$ cat config.mk
export PLATFORM = sky130hd
export DESIGN_NAME = snake_frame_scheduler
export DESIGN_NICKNAME = d
export VERILOG_FILES = /design/src/rtl/snake_pkg.sv /design/src/rtl/snake_frame_scheduler_frame_tick.sv /design/src/rtl/snake_frame_scheduler.sv
export SDC_FILE = /design/constraint.sdc
export NUM_CORES = 1
export LEC_CHECK = 0
export ABC_AREA = 1
export CORE_MARGIN = 5
export CORE_UTILIZATION = 45
export DETAILED_ROUTE_END_ITERATION = 10
export PLACE_DENSITY = 0.7
export SYNTH_ARGS = -nofsm -noshare
export SYNTH_HDL_FRONTEND = slang
export SYNTH_SLANG_ARGS = --single-unit
$ cat constraint.sdc
create_clock -name vga_clk -period 3.1 [get_ports vga_clk]
set_clock_uncertainty 0.15 [all_clocks]
set_input_delay 0.93 -clock vga_clk [delete_from_list [all_inputs] [get_ports vga_clk]]
set_output_delay 0.93 -clock vga_clk [all_outputs]
set_load 0.05 [all_outputs]
$ cat src/rtl/snake_pkg.sv
// Shared definitions for the snake frame scheduler: stage codes seen by the
// VGA controller and the scheduler's state encoding.
package snake_pkg;

  localparam logic [1:0] STAGE_IDLE = 2'd0;
  localparam logic [1:0] STAGE_PLAY = 2'd2;
  localparam logic [1:0] STAGE_OVER = 2'd3;

  typedef enum logic [2:0] {
    IDLE,
    WAIT_FRAME,
    REQ,
    WAIT_COMMIT,
    OVER
  } state_t;

  // Stage code the display shows for a given scheduler state
  function automatic logic [1:0] stage_of(input state_t s);
    logic [1:0] code;
    code = STAGE_IDLE;
    case (s)
      IDLE:        code = STAGE_IDLE;
      WAIT_FRAME:  code = STAGE_PLAY;
      REQ:         code = STAGE_PLAY;
      WAIT_COMMIT: code = STAGE_PLAY;
      OVER:        code = STAGE_OVER;
      default:     code = STAGE_IDLE;
    endcase
    return code;
  endfunction

endpackage

$ cat src/rtl/snake_frame_scheduler_frame_tick.sv
// Frame-start detector: flags the first clock on which the active-low
// vertical sync is seen low.
module frame_tick (
  input  logic vga_clk,
  input  logic reset,
  input  logic iVS,
  output logic frame_start
);

  logic vs_q;

  // Previous sync level; resets high so a sync already low at reset release
  // still registers as a frame start
  always_ff @(posedge vga_clk or posedge reset) begin
    if (reset) vs_q <= 1'b1;
    else       vs_q <= iVS;
  end

  assign frame_start = vs_q & ~iVS;

endmodule

$ cat src/rtl/snake_frame_scheduler.sv
// Paces the snake game to the video frame rate: requests a game step every
// few frames, commits the new snake data only at frame boundaries, and runs
// the stage code and hearts countdown used by the display.
module snake_frame_scheduler
  import snake_pkg::*;
#(
  parameter int FRAMES_PER_STEP = 8,
  parameter int TIMER_FRAMES    = 6,
  parameter int TIMER_MAX       = 100,
  parameter int APPLE_BONUS     = 20
) (
  input  logic       vga_clk,
  input  logic       reset,
  input  logic       iVS,
  input  logic       start,
  input  logic       step_ack,
  input  logic       collision,
  input  logic       apple_eaten,
  output logic       step_req,
  output logic       commit,
  output logic [1:0] stage,
  output logic [6:0] hearts_timer
);

  localparam int FCW = (FRAMES_PER_STEP > 1) ? $clog2(FRAMES_PER_STEP) : 1;
  localparam int TCW = (TIMER_FRAMES > 1) ? $clog2(TIMER_FRAMES) : 1;

  logic           frame_start;
  state_t         state_q, state_d;
  logic [FCW-1:0] frame_cnt_q, frame_cnt_d;
  logic [TCW-1:0] timer_cnt_q, timer_cnt_d;
  logic [6:0]     hearts_q, hearts_d;
  logic           end_flag_q, end_flag_d;
  logic           step_req_q, step_req_d;
  logic           commit_q, commit_d;
  logic [1:0]     stage_q, stage_d;
  logic           frame_last, timer_last, playing, dec_now, bonus_now;
  logic [7:0]     hearts_sum;

  frame_tick u_frame_tick (
    .vga_clk     (vga_clk),
    .reset       (reset),
    .iVS         (iVS),
    .frame_start (frame_start)
  );

  assign frame_last = (frame_cnt_q == FCW'(FRAMES_PER_STEP - 1));
  assign timer_last = (timer_cnt_q == TCW'(TIMER_FRAMES - 1));
  assign playing    = (state_q == WAIT_FRAME) || (state_q == REQ) || (state_q == WAIT_COMMIT);
  assign dec_now    = playing && frame_start && timer_last;
  assign bonus_now  = (state_q == REQ) && step_ack && apple_eaten;

  // State register
  always_ff @(posedge vga_clk or posedge reset) begin
    if (reset) state_q <= IDLE;
    else       state_q <= state_d;
  end

  // Next-state logic; a commit frame ends the game on a collision or an empty timer
  always_comb begin
    state_d = state_q;
    case (state_q)
      IDLE:        if (start) state_d = WAIT_FRAME;
      WAIT_FRAME:  if (frame_start && frame_last) state_d = REQ;
      REQ:         if (step_ack) state_d = WAIT_COMMIT;
      WAIT_COMMIT: if (frame_start) state_d = (end_flag_q || (hearts_q == 7'd0)) ? OVER : WAIT_FRAME;
      OVER:        if (!start) state_d = IDLE;
      default:     state_d = IDLE;
    endcase
  end

  // Output decode, taken from the state being entered so the registered outputs line up with it
  always_comb begin
    step_req_d = (state_d == REQ);
    commit_d   = (state_q == WAIT_COMMIT) && frame_start;
    stage_d    = stage_of(state_d);
  end

  // Frame and timer counters, end flag, and hearts arithmetic (decrement, then bonus, then clamp)
  always_comb begin
    frame_cnt_d = frame_cnt_q;
    timer_cnt_d = timer_cnt_q;
    end_flag_d  = end_flag_q;
    hearts_sum  = {1'b0, hearts_q};

    if (dec_now && (hearts_sum != 8'd0)) hearts_sum = hearts_sum - 8'd1;
    if (bonus_now)                       hearts_sum = hearts_sum + 8'(APPLE_BONUS);
    if (hearts_sum > 8'(TIMER_MAX))      hearts_sum = 8'(TIMER_MAX);
    hearts_d = hearts_q;
    if (playing) hearts_d = hearts_sum[6:0];

    if (playing && frame_start)
      timer_cnt_d = timer_last ? '0 : timer_cnt_q + TCW'(1);

    // The commit frame also counts toward the next step so the steady-state
    // step period stays at FRAMES_PER_STEP frames
    if (frame_start && ((state_q == WAIT_FRAME) || (state_q == WAIT_COMMIT)))
      frame_cnt_d = frame_last ? '0 : frame_cnt_q + FCW'(1);

    if ((state_q == REQ) && step_ack) end_flag_d = collision;

    if ((state_q == IDLE) && start) begin
      frame_cnt_d = '0;
      timer_cnt_d = '0;
      end_flag_d  = 1'b0;
      hearts_d    = 7'(TIMER_MAX);
    end
  end

  // Datapath and registered outputs
  always_ff @(posedge vga_clk or posedge reset) begin
    if (reset) begin
      frame_cnt_q <= '0;
      timer_cnt_q <= '0;
      hearts_q    <= 7'(TIMER_MAX);
      end_flag_q  <= 1'b0;
      step_req_q  <= 1'b0;
      commit_q    <= 1'b0;
      stage_q     <= STAGE_IDLE;
    end else begin
      frame_cnt_q <= frame_cnt_d;
      timer_cnt_q <= timer_cnt_d;
      hearts_q    <= hearts_d;
      end_flag_q  <= end_flag_d;
      step_req_q  <= step_req_d;
      commit_q    <= commit_d;
      stage_q     <= stage_d;
    end
  end

  assign step_req     = step_req_q;
  assign commit       = commit_q;
  assign stage        = stage_q;
  assign hearts_timer = hearts_q;

endmodule
Word-level counts from Yosys, hierarchy flattened

Cells that the tools add are included.

Word-level logic and storage cells: 68
Register bits: 22

Multiplexer cells: 21
Bitwise gates (word level): 2
Equal/unequal tests: 10
Add/subtract/negate cells: 4
Reductions and logical operators: 21
Order comparisons: 1

Operators with widths:

| cell                                                | number |
|---|---|
| 2-to-1 mux 3 bit                                    | 12 |
| 2-to-1 mux 7 bit                                    | 3 |
| 2-to-1 mux 8 bit                                    | 2 |
| case mux 3 bit (5 select lines)                     | 1 |
| == test 3 x 2 -> 1 bit (second input constant)      | 4 |
| == test 3 bit (second input constant)               | 4 |
| logical AND 1 bit                                   | 9 |
| adder 8 x 5 -> 8 bit (second input constant)        | 1 |
| > comparator 8 x 7 -> 1 bit (second input constant) | 1 |
| nonzero test 2 bit                                  | 4 |
| subtractor 7 x 1 -> 8 bit (second input constant)   | 1 |
| zero test 7 bit                                     | 1 |
| nonzero test 7 bit                                  | 1 |
| adder 3 x 1 -> 3 bit (second input constant)        | 2 |
| == test 3 x 1 -> 1 bit (second input constant)      | 2 |
| logical OR 1 bit                                    | 4 |
| case mux 2 bit (2 select lines)                     | 1 |
| zero test 3 bit                                     | 1 |
| OR reduction 3 bit                                  | 1 |
| 2-to-1 mux 1 bit                                    | 2 |
| AND 1 bit                                           | 1 |
| NOT 1 bit                                           | 1 |

Longest topological paths before layout

Depth after elaboration: 13
Gate-level depth with buffers: 20
Gate-level depth less buffers: 20

By module

A second synthesis with hierarchy kept.

Cells, all modules: 192
Area, all modules: 1521.5 um^2

By module, submodules not included:

| module                | cells each | area each (um^2) | times used |
|---|---|---|---|
| snake_frame_scheduler | 188        | 1481.4           | 1 |
| frame_tick            | 4          | 40.0             | 1 |

Worst setup path before layout

OpenSTA, ideal clock, no wires.

Kind: input to register
Start: in iVS
End: reg hearts_q[2] (netlist: hearts_timer[2])
Stages: 14
Slack: 313 ps
Buffers on the path: 0
Arrival time: 2557 ps
Cell sequence: nor2_1 nand3_4 nor2_4 nand2_1 nand2_2 inv_2 ha_1 or2_1 nand2_1 nand3_2 nand2_4 nor2_2 nor2_1 nor2_1

Word-level cells in the longest chain between the ends: 12

RTL lines:

| what                              | RTL line                               | source |
|---|---|---|
| from (decl)                       | snake_frame_scheduler.sv:14            | `input logic iVS,` |
| NOT 1 bit *                       | snake_frame_scheduler_frame_tick.sv:19 | `assign frame_start = vs_q & ~iVS;` |
| AND 1 bit *                       | snake_frame_scheduler_frame_tick.sv:19 |  |
| logical AND 1 bit * (2 in series) | snake_frame_scheduler.sv:50            | `assign dec_now = playing && frame_start && timer_last;` |
| logical AND 1 bit *               | snake_frame_scheduler.sv:86            | `if (dec_now && (hearts_sum != 8'd0)) hearts_sum = hearts_sum - 8'd1;` |
| 2-to-1 mux 8 bit *                | snake_frame_scheduler.sv:86            |  |
| adder 8 x 5 -> 8 bit              | snake_frame_scheduler.sv:87            | `if (bonus_now) hearts_sum = hearts_sum + 8'(APPLE_BONUS);` |
| 2-to-1 mux 8 bit *                | snake_frame_scheduler.sv:87            |  |
| > comparator 8 x 7 -> 1 bit       | snake_frame_scheduler.sv:88            | `if (hearts_sum > 8'(TIMER_MAX)) hearts_sum = 8'(TIMER_MAX);` |
| 2-to-1 mux 7 bit *                | snake_frame_scheduler.sv:88            |  |
| 2-to-1 mux 7 bit *                | snake_frame_scheduler.sv:90            | `if (playing) hearts_d = hearts_sum[6:0];` |
| 2-to-1 mux 7 bit *                | snake_frame_scheduler.sv:102           | `if ((state_q == IDLE) && start) begin` |
| to (signal assigned)              | snake_frame_scheduler.sv:115           | `hearts_q <= 7'(TIMER_MAX);` |
| to (signal assigned)              | snake_frame_scheduler.sv:123           | `hearts_q <= hearts_d;` |
| to (decl)                         | snake_frame_scheduler.sv:32            | `logic [6:0] hearts_q, hearts_d;` |

Every way passes the cells marked *; elsewhere a longest branch is shown, timed or not. The select of a mux whose other input is x is not followed.
A chain may end at the register's enable or synchronous reset.

Final worst setup path

Ends and elaborated chain as after synthesis.

==> impl_results.md <==
* Clk slew on worst S/H paths at 0.13 ns
* Post-synth ARST share at 100%
* Port Buf Inserts at 17
* Ant. Diodes at 0
* Vias per cell at 4.73
* EDFF count, synth at 0
* CP bufs+invs at 2
* Initial core utilization at a little under half
* Longest Clk Path Bufs at 2
* Leak pwr at between 0.9 and 1 nW
* Slowest cell on crit path: clkdlybuf4s50_1
* Final WL at 3.14 mm
* Grt ovf at 0
* Worst-margin pin slew at 0.500 ns
* Synthesized area per cell at 7.31 um2
* Cell Pwr Density at 747 nW/um2
* RSZ-0062 raised after global routing: no
* Synthesized flop and latch total at 22
* CP Class: in -> reg
* Mapped Area at around 1500 um2
* Crit path arrival time at 2.97 ns
* CTS Hold Bufs at 0
* Overall power at ~1.4 mW
* Slew HR at around two thirds
* Vias in the first global route at 1298
* Synth warn at 0
* Crit path cell chain: clkdlybuf4s50_1 -> nor2_1 -> nand3_4 -> nor2_4 -> nand2_1 -> nand2_2 -> inv_2 -> ha_1 -> or2_1 -> nand2_1 -> nand3_2 -> nand2_4 -> nor2_2 -> nor2_1 -> nor2_1
* Area growth syn-to-layout at 23.0%
* Largest net degree at the start of global routing at 23
* Top Ports at 18
* Die area at approximately 4600 um2
* Crit path launch type: primary input
* Critical Path Most Common Cell: nor2_1
* Largest area contributor in the netlist: dfrtp_1
* Worst Path Max Fanout at 5
* Routed length per instance at about 11 um
* CTS Sinks at 22
* Die span in y at 68 um
* Critical Path Sink Type: register
* Post-CTS setup buffer count at 0
* Root buf cell: clkbuf_4
* # DRC at 0
* Top FF cell, synth: dfrtp_1
* Die Width at 68 um
* Core area at between 3000 and 4000 um2
* CP top delay family: simple AND/OR/NAND/NOR gates
* Sequential area share after synthesis at a little under two fifths
* Period utilization at 92.4%
* All-Layer GR Usage at 16.0%
* Sequential Area at 556 um2
* First-pass detailed-route iteration total at 5
* Row count at 21
* Initial antenna violation count at 0
* Clock Latency Late Sink at 0.32 ns
* Top-area cell type share of the netlist area at 29.8%
* Fillers at 313
* Final setup viols at 0
* DP Worst Slack at -0.109 ns
* Critical Path Max Stage Delay at 0.43 ns
* Gpl congestion at ~0.85
* Dominant cells by area after synthesis: dfrtp_1 (30%), nand2_1 (12%), dfstp_2 (6.9%)
* Fin. Hold Viols at 0
* Crit path required time at 3.21 ns
* Hpwl dp at about 2.5 mm
* Final WS setup at approximately 0.23 ns
* H-Tree Depth at 1
* First-pass GRT wire length at 5.69 mm
* Count of different cell masters after synthesis at 30
* Via count at 1338
* Slew Viols, Final at 0
* Cell count after synthesis at 207
* Post-CTS sizing at 0
* Area occupied by multi-input gates at 838 um2
* Antenna Nets Post-Route at 0
* FMAX at between 300 and 400 MHz
* Final worst path period need at roughly 2.9 ns
* Status: completed
* Max Cap Violations at 0
* Num CTS Buffers at 3
* Min-delay worst type: reg -> reg
* Layout cells sized above 1 at 21.5%
* Synth Net Count at 218
* DR iter-0 viols at 70
* Max VDD drop at ~0.31 mV
* CTS tree: built
* Nets at ~250
==> flip-flops by register name, summed over array words and instances, names as in the netlist <==
name,flops
step_req,1
state_q,3
frame_cnt_q,3
hearts_timer,7
stage,2
timer_cnt_q,3
u_frame_tick.vs_q,1
end_flag_q,1
commit,1
==> metrics by stage <==
step / area [um2] / cells / hold WS, ns / TNS (ns) / utilization, %
floorplan: 1510 / 207 / 0.310 / 0 / -
global placement: 1810 / 279 / 0.340 / -0.302 / 55.1
detailed placement: 1810 / 279 / 0.334 / -0.423 / 55.1
CTS: 1860 / 283 / 0.357 / 0 / 56.7
global route: 1860 / 283 / 0.393 / 0 / 56.7
finish: 1860 / 283 / 0.355 / 0 / 56.7
==> Yosys cell counts (all sizes together), types with 3 or more instances <==
cell type / instances
nand2: 64
nor2: 36
inv: 32
nand3: 19
dfrtp: 18
o21ai: 10
dfstp: 4
ha: 4
xor2: 3
==> power by group <==
part	leakage (nW)	switching, mW	total (mW)	internal [mW]
clock	0.0279	0.0933	0.224	0.131
combinational	0.652	0.458	0.712	0.254
sequential	0.276	0.0799	0.455	0.376
total	0.956	0.631	1.39	0.761
==> placed cells by master, fill, tap and decap left out, drive strengths merged, types with 3 or more instances in the layout <==
master / instances
dfrtp: 18
nand3: 19
clkdlybuf4s50: 17
inv: 32
dfstp: 4
clkbuf: 3
nand2: 64
ha: 4
o21ai: 10
xor2: 3
buf: 9
nor2: 36
==> cells by family (layout without fill, tap and decap cells) <==
logic type	after synthesis	after routing	synth area share (%)
DFF	22	22	36.7
adders and majority gates	4	4	3.31
and+or+nand+nor	125	125	42.1
AOI/OAI and AO/OA	21	21	8.18
buffers and inverters	32	62	7.93
xor gates and xnor gates	3	3	1.74
==> final cells by class <==
class	count	share of cell area, %
inverter	32	6.45
sequential	22	29.8
multi-input combinational	153	45.0
clock buffer	3	1.21
tap	46	3.09
clock inverter	1	1.61
timing repair buffer	26	12.8
==> final timing paths <==
check	end	start	cells past startpoint	slack [ns]
setup / recovery	hearts_timer[2]	iVS	15	0.23
hold / removal	frame_cnt_q[0]	frame_cnt_q[0]	1	0.36
setup reg to reg	hearts_timer[2]	hearts_timer[0]	17	0.53
hold reg to reg	frame_cnt_q[0]	frame_cnt_q[0]	1	0.36
max in group asynchronous	hearts_timer[5]	reset	3	1.76
min in group asynchronous	frame_cnt_q[1]	reset	3	0.76
==> metal layers <==
metal  vias to the layer above  part of all wire (%)  global-route usage [%]
met5                         -                     0                       0
met4                         0                  0.67                    3.97
met3                         6                   4.4                    3.12
met2                        25                    44                    24.8
met1                       594                    51                    22.7
li1                        713                     -                       -
Power figures use the tool's default switching activity.
